`src/rtl/uart_rx_pkg.sv`:
```
`default_nettype none
// ============================================================================
// Module   : uart_rx_pkg
// Purpose  : Shared types and constants for the UART receive path.
// Revision : 1.0
// ============================================================================
package uart_rx_pkg;

    typedef enum logic [2:0] {
        ST_IDLE   = 3'd0,
        ST_START  = 3'd1,
        ST_DATA   = 3'd2,
        ST_PARITY = 3'd3,
        ST_STOP   = 3'd4,
        ST_OUTPUT = 3'd5
    } rx_state_t;

    localparam int  PRESCALE_8  = 8;
    localparam int  PRESCALE_16 = 16;
    localparam int  PRESCALE_32 = 32;

    // Same encoding as the TX parity calculator
    localparam logic PAR_EVEN = 1'b0;
    localparam logic PAR_ODD  = 1'b1;

    function automatic int legal_prescale(input int p);
        if (p == PRESCALE_16 || p == PRESCALE_32) begin
            return p;
        end
        return PRESCALE_8;
    endfunction

endpackage
`default_nettype wire

```
`src/rtl/uart_rx_sampler.sv`:
```
`default_nettype none
// ============================================================================
// Module   : uart_rx_sampler
// Purpose  : Per-bit edge counter with 3-point majority vote around mid-bit.
// Revision : 1.0
// ============================================================================
module uart_rx_sampler #(
    parameter int PRESCALE_W = 6
) (
    input  logic                  CLK,
    input  logic                  RST,
    input  logic                  i_run,
    input  logic [PRESCALE_W-1:0] i_prescale,
    input  logic                  i_rx,
    output logic                  o_sampled_bit,
    output logic                  o_sample_done,
    output logic                  o_bit_end
);

    logic [PRESCALE_W-1:0] r_cnt;
    logic                  r_s0;
    logic                  r_s1;
    logic                  r_bit;
    logic                  r_done;
    logic [PRESCALE_W-1:0] w_half;
    logic                  w_bit_end;

    assign w_half    = i_prescale >> 1;
    assign w_bit_end = (r_cnt == (i_prescale - 1'b1));

    always_ff @(posedge CLK or negedge RST) begin
        if (!RST) begin
            r_cnt  <= '0;
            r_s0   <= 1'b1;
            r_s1   <= 1'b1;
            r_bit  <= 1'b1;
            r_done <= 1'b0;
        end else if (!i_run) begin
            r_cnt  <= '0;
            r_done <= 1'b0;
        end else begin
            r_cnt  <= w_bit_end ? '0 : r_cnt + 1'b1;
            r_done <= 1'b0;
            if (r_cnt == (w_half - 1'b1)) r_s0 <= i_rx;
            if (r_cnt == w_half)          r_s1 <= i_rx;
            // Third sample is taken live so the vote is ready at P/2+2
            if (r_cnt == (w_half + 1'b1)) begin
                r_bit  <= (r_s0 & r_s1) | (r_s0 & i_rx) | (r_s1 & i_rx);
                r_done <= 1'b1;
            end
        end
    end

    assign o_sampled_bit = r_bit;
    assign o_sample_done = r_done;
    assign o_bit_end     = w_bit_end;

endmodule
`default_nettype wire

```
`src/rtl/uart_rx.sv`:
```
`default_nettype none
// ============================================================================
// Module   : uart_rx
// Purpose  : UART receiver FSM, deserializer and parity/stop checking.
// Revision : 1.0
// ============================================================================
module uart_rx
    import uart_rx_pkg::*;
#(
    parameter int Width      = 8,
    parameter int PRESCALE_W = 6
) (
    input  logic                  CLK,
    input  logic                  RST,
    input  logic                  RX_IN,
    input  logic [PRESCALE_W-1:0] Prescale,
    input  logic                  PAR_EN,
    input  logic                  PAR_TYP,
    output logic [Width-1:0]      P_DATA,
    output logic                  Data_Valid,
    output logic                  Parity_Error,
    output logic                  Stop_Error
);

    localparam int BC_W = (Width > 1) ? $clog2(Width) : 1;

    rx_state_t             r_state;
    rx_state_t             w_next;
    logic [PRESCALE_W-1:0] r_prescale;
    logic                  r_par_en;
    logic                  r_par_typ;
    logic [BC_W-1:0]       r_bitcnt;
    logic [Width-1:0]      r_shift;
    logic                  r_perr_flag;
    logic                  r_serr_flag;
    logic [Width-1:0]      r_pdata;
    logic                  r_valid;
    logic                  r_perr;
    logic                  r_serr;
    logic                  w_start;
    logic                  w_run;
    logic                  w_bit;
    logic                  w_sample_done;
    logic                  w_bit_end;
    logic                  w_last_bit;

    // Leaving IDLE and a back-to-back start out of OUTPUT behave identically
    assign w_start    = ((r_state == ST_IDLE) || (r_state == ST_OUTPUT)) && !RX_IN;
    assign w_run      = w_start || ((r_state != ST_IDLE) && (r_state != ST_OUTPUT));
    assign w_last_bit = (r_bitcnt == BC_W'(Width - 1));

    uart_rx_sampler #(
        .PRESCALE_W (PRESCALE_W)
    ) u_sampler (
        .CLK           (CLK),
        .RST           (RST),
        .i_run         (w_run),
        .i_prescale    (r_prescale),
        .i_rx          (RX_IN),
        .o_sampled_bit (w_bit),
        .o_sample_done (w_sample_done),
        .o_bit_end     (w_bit_end)
    );

    always_ff @(posedge CLK or negedge RST) begin
        if (!RST) r_state <= ST_IDLE;
        else      r_state <= w_next;
    end

    always_comb begin
        w_next = r_state;
        case (r_state)
            ST_IDLE:   if (!RX_IN) w_next = ST_START;
            ST_START:  if (w_bit_end) w_next = w_bit ? ST_IDLE : ST_DATA;
            ST_DATA:   if (w_bit_end && w_last_bit) w_next = r_par_en ? ST_PARITY : ST_STOP;
            ST_PARITY: if (w_bit_end) w_next = ST_STOP;
            ST_STOP:   if (w_bit_end) w_next = ST_OUTPUT;
            ST_OUTPUT: w_next = RX_IN ? ST_IDLE : ST_START;
            default:   w_next = ST_IDLE;
        endcase
    end

    always_ff @(posedge CLK or negedge RST) begin
        if (!RST) begin
            r_prescale  <= PRESCALE_W'(PRESCALE_8);
            r_par_en    <= 1'b0;
            r_par_typ   <= PAR_EVEN;
            r_bitcnt    <= '0;
            r_shift     <= '0;
            r_perr_flag <= 1'b0;
            r_serr_flag <= 1'b0;
            r_pdata     <= '0;
            r_valid     <= 1'b0;
            r_perr      <= 1'b0;
            r_serr      <= 1'b0;
        end else begin
            r_valid <= 1'b0;
            r_perr  <= 1'b0;
            r_serr  <= 1'b0;
            if (w_start) begin
                r_prescale  <= PRESCALE_W'(legal_prescale(int'(Prescale)));
                r_par_en    <= PAR_EN;
                r_par_typ   <= PAR_TYP;
                r_bitcnt    <= '0;
                r_perr_flag <= 1'b0;
                r_serr_flag <= 1'b0;
            end
            case (r_state)
                ST_DATA: begin
                    if (w_sample_done) r_shift <= {w_bit, r_shift[Width-1:1]};
                    if (w_bit_end)     r_bitcnt <= w_last_bit ? '0 : r_bitcnt + 1'b1;
                end
                ST_PARITY: begin
                    if (w_sample_done)
                        r_perr_flag <= w_bit ^ (^r_shift) ^ (r_par_typ == PAR_ODD);
                end
                ST_STOP: begin
                    if (w_sample_done) r_serr_flag <= ~w_bit;
                end
                ST_OUTPUT: begin
                    if (!r_perr_flag && !r_serr_flag) begin
                        r_pdata <= r_shift;
                        r_valid <= 1'b1;
                    end else begin
                        r_perr <= r_perr_flag;
                        r_serr <= r_serr_flag;
                    end
                end
                default: ;
            endcase
        end
    end

    assign P_DATA       = r_pdata;
    assign Data_Valid   = r_valid;
    assign Parity_Error = r_perr;
    assign Stop_Error   = r_serr;

endmodule
`default_nettype wire

```
`config.mk`:
```
export PLATFORM = sky130hd
export DESIGN_NAME = uart_rx
export DESIGN_NICKNAME = d
export VERILOG_FILES = /design/src/rtl/uart_rx_pkg.sv /design/src/rtl/uart_rx_sampler.sv /design/src/rtl/uart_rx.sv
export SDC_FILE = /design/constraint.sdc
export NUM_CORES = 1
export LEC_CHECK = 0
export BUFFER_PORTS_ARGS = -buffer_cell sky130_fd_sc_hd__buf_2
export CAP_MARGIN = 10
export CORE_ASPECT_RATIO = 1.5
export CORE_MARGIN = 2
export CORE_UTILIZATION = 54
export DETAILED_ROUTE_END_ITERATION = 16
export PLACE_DENSITY_LB_ADDON = 0.2
export SLEW_MARGIN = 30
export SYNTH_ARGS = -nofsm -noshare
export SYNTH_HDL_FRONTEND = slang
export SYNTH_HIERARCHICAL = 1
export SYNTH_SLANG_ARGS = --single-unit
```
`constraint.sdc`:
```
create_clock -name CLK -period 2.3 [get_ports CLK]
set_input_delay 0.115 -clock CLK [delete_from_list [all_inputs] [get_ports CLK]]
set_output_delay 0.115 -clock CLK [all_outputs]
set_load 0.1 [all_outputs]
```
# Yosys cells after proc, flatten, opt, wreduce, memory -nomap -nowiden
# Index checks and enable logic that the tools add are counted.
[op_classes] add_sub_neg=5 n_eq_ne=18 mux=33 n_bitwise=8 reduce_logical=19
[ops] cell="$mux W3" count=10
[ops] cell="$mux W6" count=4
[ops] cell="$eq A6 B6 Y1" count=3
[ops] cell="$pmux W3 S6" count=1
[ops] cell="$mux W1" count=17
[ops] cell="$eq A6 B6 Y1 const B" count=2
[ops] cell="$reduce_and A2 Y1" count=5
[ops] cell="$eq A3 B3 Y1 const B" count=3
[ops] cell="$reduce_xor A8 Y1" count=1
[ops] cell="$add A5 B1 Y6 const B" count=1
[ops] cell="$add A6 B1 Y6 const B" count=1
[ops] cell="$eq A3 B2 Y1 const B" count=2
[ops] cell="$eq A6 B5 Y1" count=1
[ops] cell="$ne A2 B1 Y1 const B" count=3
[ops] cell="$sub A5 B1 Y6 const B" count=1
[ops] cell="$sub A6 B1 Y6 const B" count=1
[ops] cell="$reduce_and A5 Y1" count=1
[ops] cell="$logic_and A1 B1 Y1" count=4
[ops] cell="$ne A2 B2 Y1 const B" count=2
[ops] cell="$add A3 B1 Y3 const B" count=1
[ops] cell="$and A1 B1 Y1" count=3
[ops] cell="$eq A3 B1 Y1 const B" count=1
[ops] cell="$logic_not A1 Y1" count=3
[ops] cell="$logic_not A3 Y1" count=1
[ops] cell="7 further kinds" count=11
[word_totals] register_bits=45 input_bits=11 out_inout_bits=11 elab_cells=100

# Depth between registers and ports, before layout
[depth] depth_word=6 depth_mapped=11 mapped_depth_nobuf=10

# By module
# The synthesis kept the hierarchy.
[modules_own_cells] mod="uart_rx" instances=1 cells_per_inst=125 area_per_inst_um2=1644.1 seq_area_each_um2=877.1
[modules_own_cells] mod="uart_rx_sampler" instances=1 cells_per_inst=104 area_per_inst_um2=973.4 seq_area_each_um2=254.0

# Worst setup path after synthesis
# No wires, ideal clock.
[synth_timing] path_kind="reg2reg" from="register r_prescale[2]" to="register r_state[1]" setup_time_ns=0.121 arrival_ns=2.315 t_required_ns=2.179 setup_slack_ns=-0.136 path_stages_with_launch=12 n_path_buf=1 period_less_slack_ns=2.436 path_cell_list="dfrtp_1 buf_2 inv_2 ha_1 a21boi_1 xnor2_1 nand3_1 a2111oi_4 nor2_1 o21ai_0 o311ai_1 a22o_1"
[synth_via] elab_chain_len=5 word_cells_on_any_way=8 cone_classes="add/sub (1); eq/ne (5); reduce/logical (2)"
[synth_lines] element="start, declared" line="uart_rx.sv:29" rtl="logic [PRESCALE_W-1:0] r_prescale;"
[synth_lines] element="start signal, assigned" line="uart_rx.sv:85" rtl="r_prescale <= PRESCALE_W'(PRESCALE_8);"
[synth_lines] element="start signal, assigned" line="uart_rx.sv:101" rtl="r_prescale <= PRESCALE_W'(legal_prescale(int'(Prescale)));"
[synth_lines] element="$sub A6 B1 Y6 (*)" line="uart_rx_sampler.sv:29" rtl="assign w_bit_end = (r_cnt == (i_prescale - 1'b1));"
[synth_lines] element="$eq A6 B6 Y1 (*)" line="uart_rx_sampler.sv:29"
[synth_lines] element="net w_bit_end" line="uart_rx.sv:44" rtl="logic w_bit_end;"
[synth_lines] element="$logic_and A1 B1 Y1" line="uart_rx.sv:75" rtl="ST_DATA: if (w_bit_end && w_last_bit) w_next = r_par_en ? ST_PARITY : ST_STOP;"
[synth_lines] element="$ne A2 B2 Y1 (no line)"
[synth_lines] element="$reduce_and A5 Y1 (no line) (*)"
[synth_lines] element="end signal, assigned" line="uart_rx.sv:67" rtl="else r_state <= w_next;"
[synth_lines] element="end, declared" line="uart_rx.sv:27" rtl="rx_state_t r_state;"
# The timed path passes the listed nets; every way through them passes the cells marked *.
# A chain may end at the register's enable or synchronous reset.

# Final worst setup path
[layout_timing] from="register r_prescale[3]" to="register r_state[1]"
# Same word-level chain as after synthesis.

==> flow_metrics.tcl <==
set metrics [dict create \
    status "finished clean" \
    fin_crit_ns 2.24 \
    final_max_slew_viol_count 0 \
    hpwlAfterDp_um 3630 \
    track_usage 0.200 \
    drc 0 \
    final_hold_viol_count 0 \
    critPathCaptureType "flip-flop" \
    post_dp_cell_area_mm2 0.00283 \
    crit_path_start_kind "flip-flop" \
    multi_input_comb_area_mm2 0.00141 \
    cts_buffers 5 \
    path_clk_slew_ns 0.09 \
    finClkSkew_ns 0.00787 \
    met1_length_um 1990 \
    routed_wirelength_um 5010 \
    p_leak_uw 0.00145 \
    cp_num_buf_inv 0 \
    yosysTopAreaCell "dfrtp_1" \
    drtPass1Iterations 4 \
    layout.nets 281 \
    synth_ff_type "dfrtp_1" \
    cp_max_fo 7 \
    yosysUniqueCellTypes 52 \
    maxCapViolCount 0 \
    wl_met3_um 113 \
    synth-edff-count 0 \
    worst_pin_slew_ns 0.557 \
    port_buffers 21 \
    crit_type "reg2reg" \
    cts_tree "yes" \
    syn_area_mm2 0.00262 \
    core_mm2 0.00473 \
    gp_congestion 0.828 \
    cp.required_ns 2.48 \
    ys_warn_count 6 \
    synth.top_cell.area_share 0.392 \
    antenna_cells 0 \
    ir_worst_vdd_mv 0.686 \
    dieHeight_um 89.3 \
    cp.depth 8 \
    rr_endpoint "r_state[1]" \
    drive_above_1_share 0.333 \
    grt_max_degree 46 \
    start_util 0.553 \
    antenna_found_initial 0 \
    cts_buffer_depth 2 \
    ant_nets 0 \
    r2r_start "r_prescale[3]" \
    final_area_mm2 0.00306 \
    cts_root_buffer "clkbuf_8" \
    seq_area_frac_synth 0.432 \
    regArea_mm2 0.00113 \
    ys_seq_elements 45 \
    syn_to_final_growth_pct 16.7 \
    synthesis.nets 247 \
    dieWidth_um 60.8 \
    max_freq_mhz 447 \
    grt_pass1_vias 1648 \
    die-area_mm2 0.00543 \
    hp-class "in2reg" \
    setup.reg_to_reg.worst_slack_ns 0.06 \
    synth_cells 229 \
    cellPowerDensity_mw_per_mm2 930 \
    hold_end "r_par_typ" \
    routed.top_layer "met4" \
    holdCritStartpoint "PAR_TYP" \
    crit_family "compound AO/OA/AOI/OAI gates" \
    vias 1749 \
    routedWlPerCell_um 15.2 \
    hold_depth 2 \
    routed-wl-met2_um 2830 \
    synth-async-reset-ratio 1.00 \
    reg2reg_depth 8 \
    fillerInstances 394 \
    syn_avg_cell_area_um2 11.4 \
    cp_slowest_cell "dfstp_2" \
    path_cells "xor2_2 > xnor2_2 > nand3_2 > a2111oi_4 > nor2_1 > o21ai_1 > o311ai_2 > a22o_1" \
    rows 31 \
    rsz0062_at_grt "yes" \
    grt_pass1_wl_um 7940 \
    drt-vias-per-instance 5.30 \
    period_share 0.974 \
    htreeDepth 2 \
    crit_arrival_ns 2.42 \
    drtIter0Drc 128 \
    slowest_delay_ns 0.64 \
    power_uw 2840 \
    overflow 0 \
    ios 22 \
    slew_headroom 0.629 \
    clk_latency_ns 0.30 \
    synthTopCellsByArea "dfrtp_1 39%, mux2_4 9.8%, xnor2_1 7.0%" \
    clock-sinks 45 \
    finalSetupViolations 0 \
]
-- what timing repair did --
item | in CTS | in global routing
setup endpoints to repair | 0 | 6
resized for setup | 0 | 8
hold endpoints to repair | 41 | 0
hold buffers | 1 | 0
buffers inserted | 0 | 6
-- per-stage QoR --
| step | setup TNS [ns] | worst slack, ns | std cells | utilization | hold slack, ns |
|---|---|---|---|---|---|
| after global placement | 0 | 0.125 | 315 | 0.598 | 0.230 |
| after floorplan | 0 | 0.0152 | 229 | - | -0.181 |
| after CTS | 0 | 0.0263 | 324 | 0.628 | 0.0262 |
| after global routing | -0.111 | -0.0808 | 330 | 0.646 | 0.0249 |
| after detailed placement | 0 | 0.0464 | 315 | 0.598 | 0.225 |
| final | 0 | 0.0608 | 330 | 0.646 | 0.0244 |
-- cell usage in the layout (no fill, tap or decap), types with 7 or more instances in the layout --
cell     Yosys  routed
xor2_1      10       9
nor2_1      12      12
buf_2        4      21
xnor2_1     21      20
inv_1        8       7
mux2_4      17      17
buf_4        2      19
nand3_1     12      11
dfrtp_1     41      40
nand2_1     13      13
-- synthesized netlist by cell type (all sizes together), types with 2 or more instances --
cell type,instances
nor2b,3
nor3b,2
buf,10
o21ai,11
xor2,11
a2111oi,2
nand4,2
dfrtp,41
a21oi,3
clkbuf,4
nand4b,2
a22o,3
dfstp,4
nand3,13
a21boi,2
and3,4
inv,9
nor3,5
mux2,21
nand2,13
nor2,12
ha,7
nand3b,3
o211ai,2
o31ai,2
and2,3
xnor2,23
-- power breakdown --
part	total (uW)	internal [uW]	switching, uW
sequential	1110	948	163
combinational	1040	486	550
clock	694	431	262
-- routing by layer --
layer / vias to the layer above / GRT usage
met4: 0 / 0.0652
met2: 22 / 0.367
li1: 856 / -
met1: 867 / 0.229
met3: 4 / 0.0347
met5: - / 0
-- worst reg2reg max path: cells and delay by family, from the launching register on --
| kind | cells | cell delay, ns |
|---|---|---|
| flip-flops | 1 | 0.64 |
| XOR/XNOR | 2 | 0.36 |
| AO/OA/AOI/OAI | 4 | 0.92 |
| AND/OR/NAND/NOR | 2 | 0.21 |
-- area by class of cell --
| class | count | area share |
|---|---|---|
| clock buffer | 5 | 0.0225 |
| clock inverter | 3 | 0.0213 |
| inverter | 9 | 0.0119 |
| multi-input combinational | 161 | 0.462 |
| sequential | 45 | 0.371 |
| tap | 66 | 0.0270 |
| timing repair buffer | 41 | 0.0844 |
-- state kept, by name (all words and copies together), names as in the netlist --
name,flops
Data_Valid,1
P_DATA,8
Parity_Error,1
Stop_Error,1
r_bitcnt,3
r_par_en,1
r_par_typ,1
r_perr_flag,1
r_prescale,6
r_serr_flag,1
r_shift,8
r_state,3
u_sampler/o_sample_done,1
u_sampler/o_sampled_bit,1
u_sampler/r_cnt,6
u_sampler/r_s0,1
u_sampler/r_s1,1
-- how the worst max path moves through the flow --
stage / end / startpoint
3_3_place_gp: r_state[1] / r_prescale[1]
6_report: r_state[1] / r_prescale[3]
4_1_cts: r_state[1] / r_prescale[1]
2_1_floorplan: r_state[1] / r_prescale[2]
5_1_grt: r_state[1] / r_prescale[3]
3_5_place_dp: r_state[1] / r_prescale[1]
-- cells by family after synthesis --
| family | count (synthesis) | share of synthesized area |
|---|---|---|
| adders and majority gates | 8 | 0.0373 |
| and+or+nand+nor | 67 | 0.148 |
| muxes | 21 | 0.115 |
| xor gates and xnor gates | 35 | 0.131 |
| AOI/OAI and AO/OA | 30 | 0.0894 |
| DFF | 45 | 0.432 |
| buffers and inverters | 23 | 0.0478 |
(Power assumes the default switching activity.)
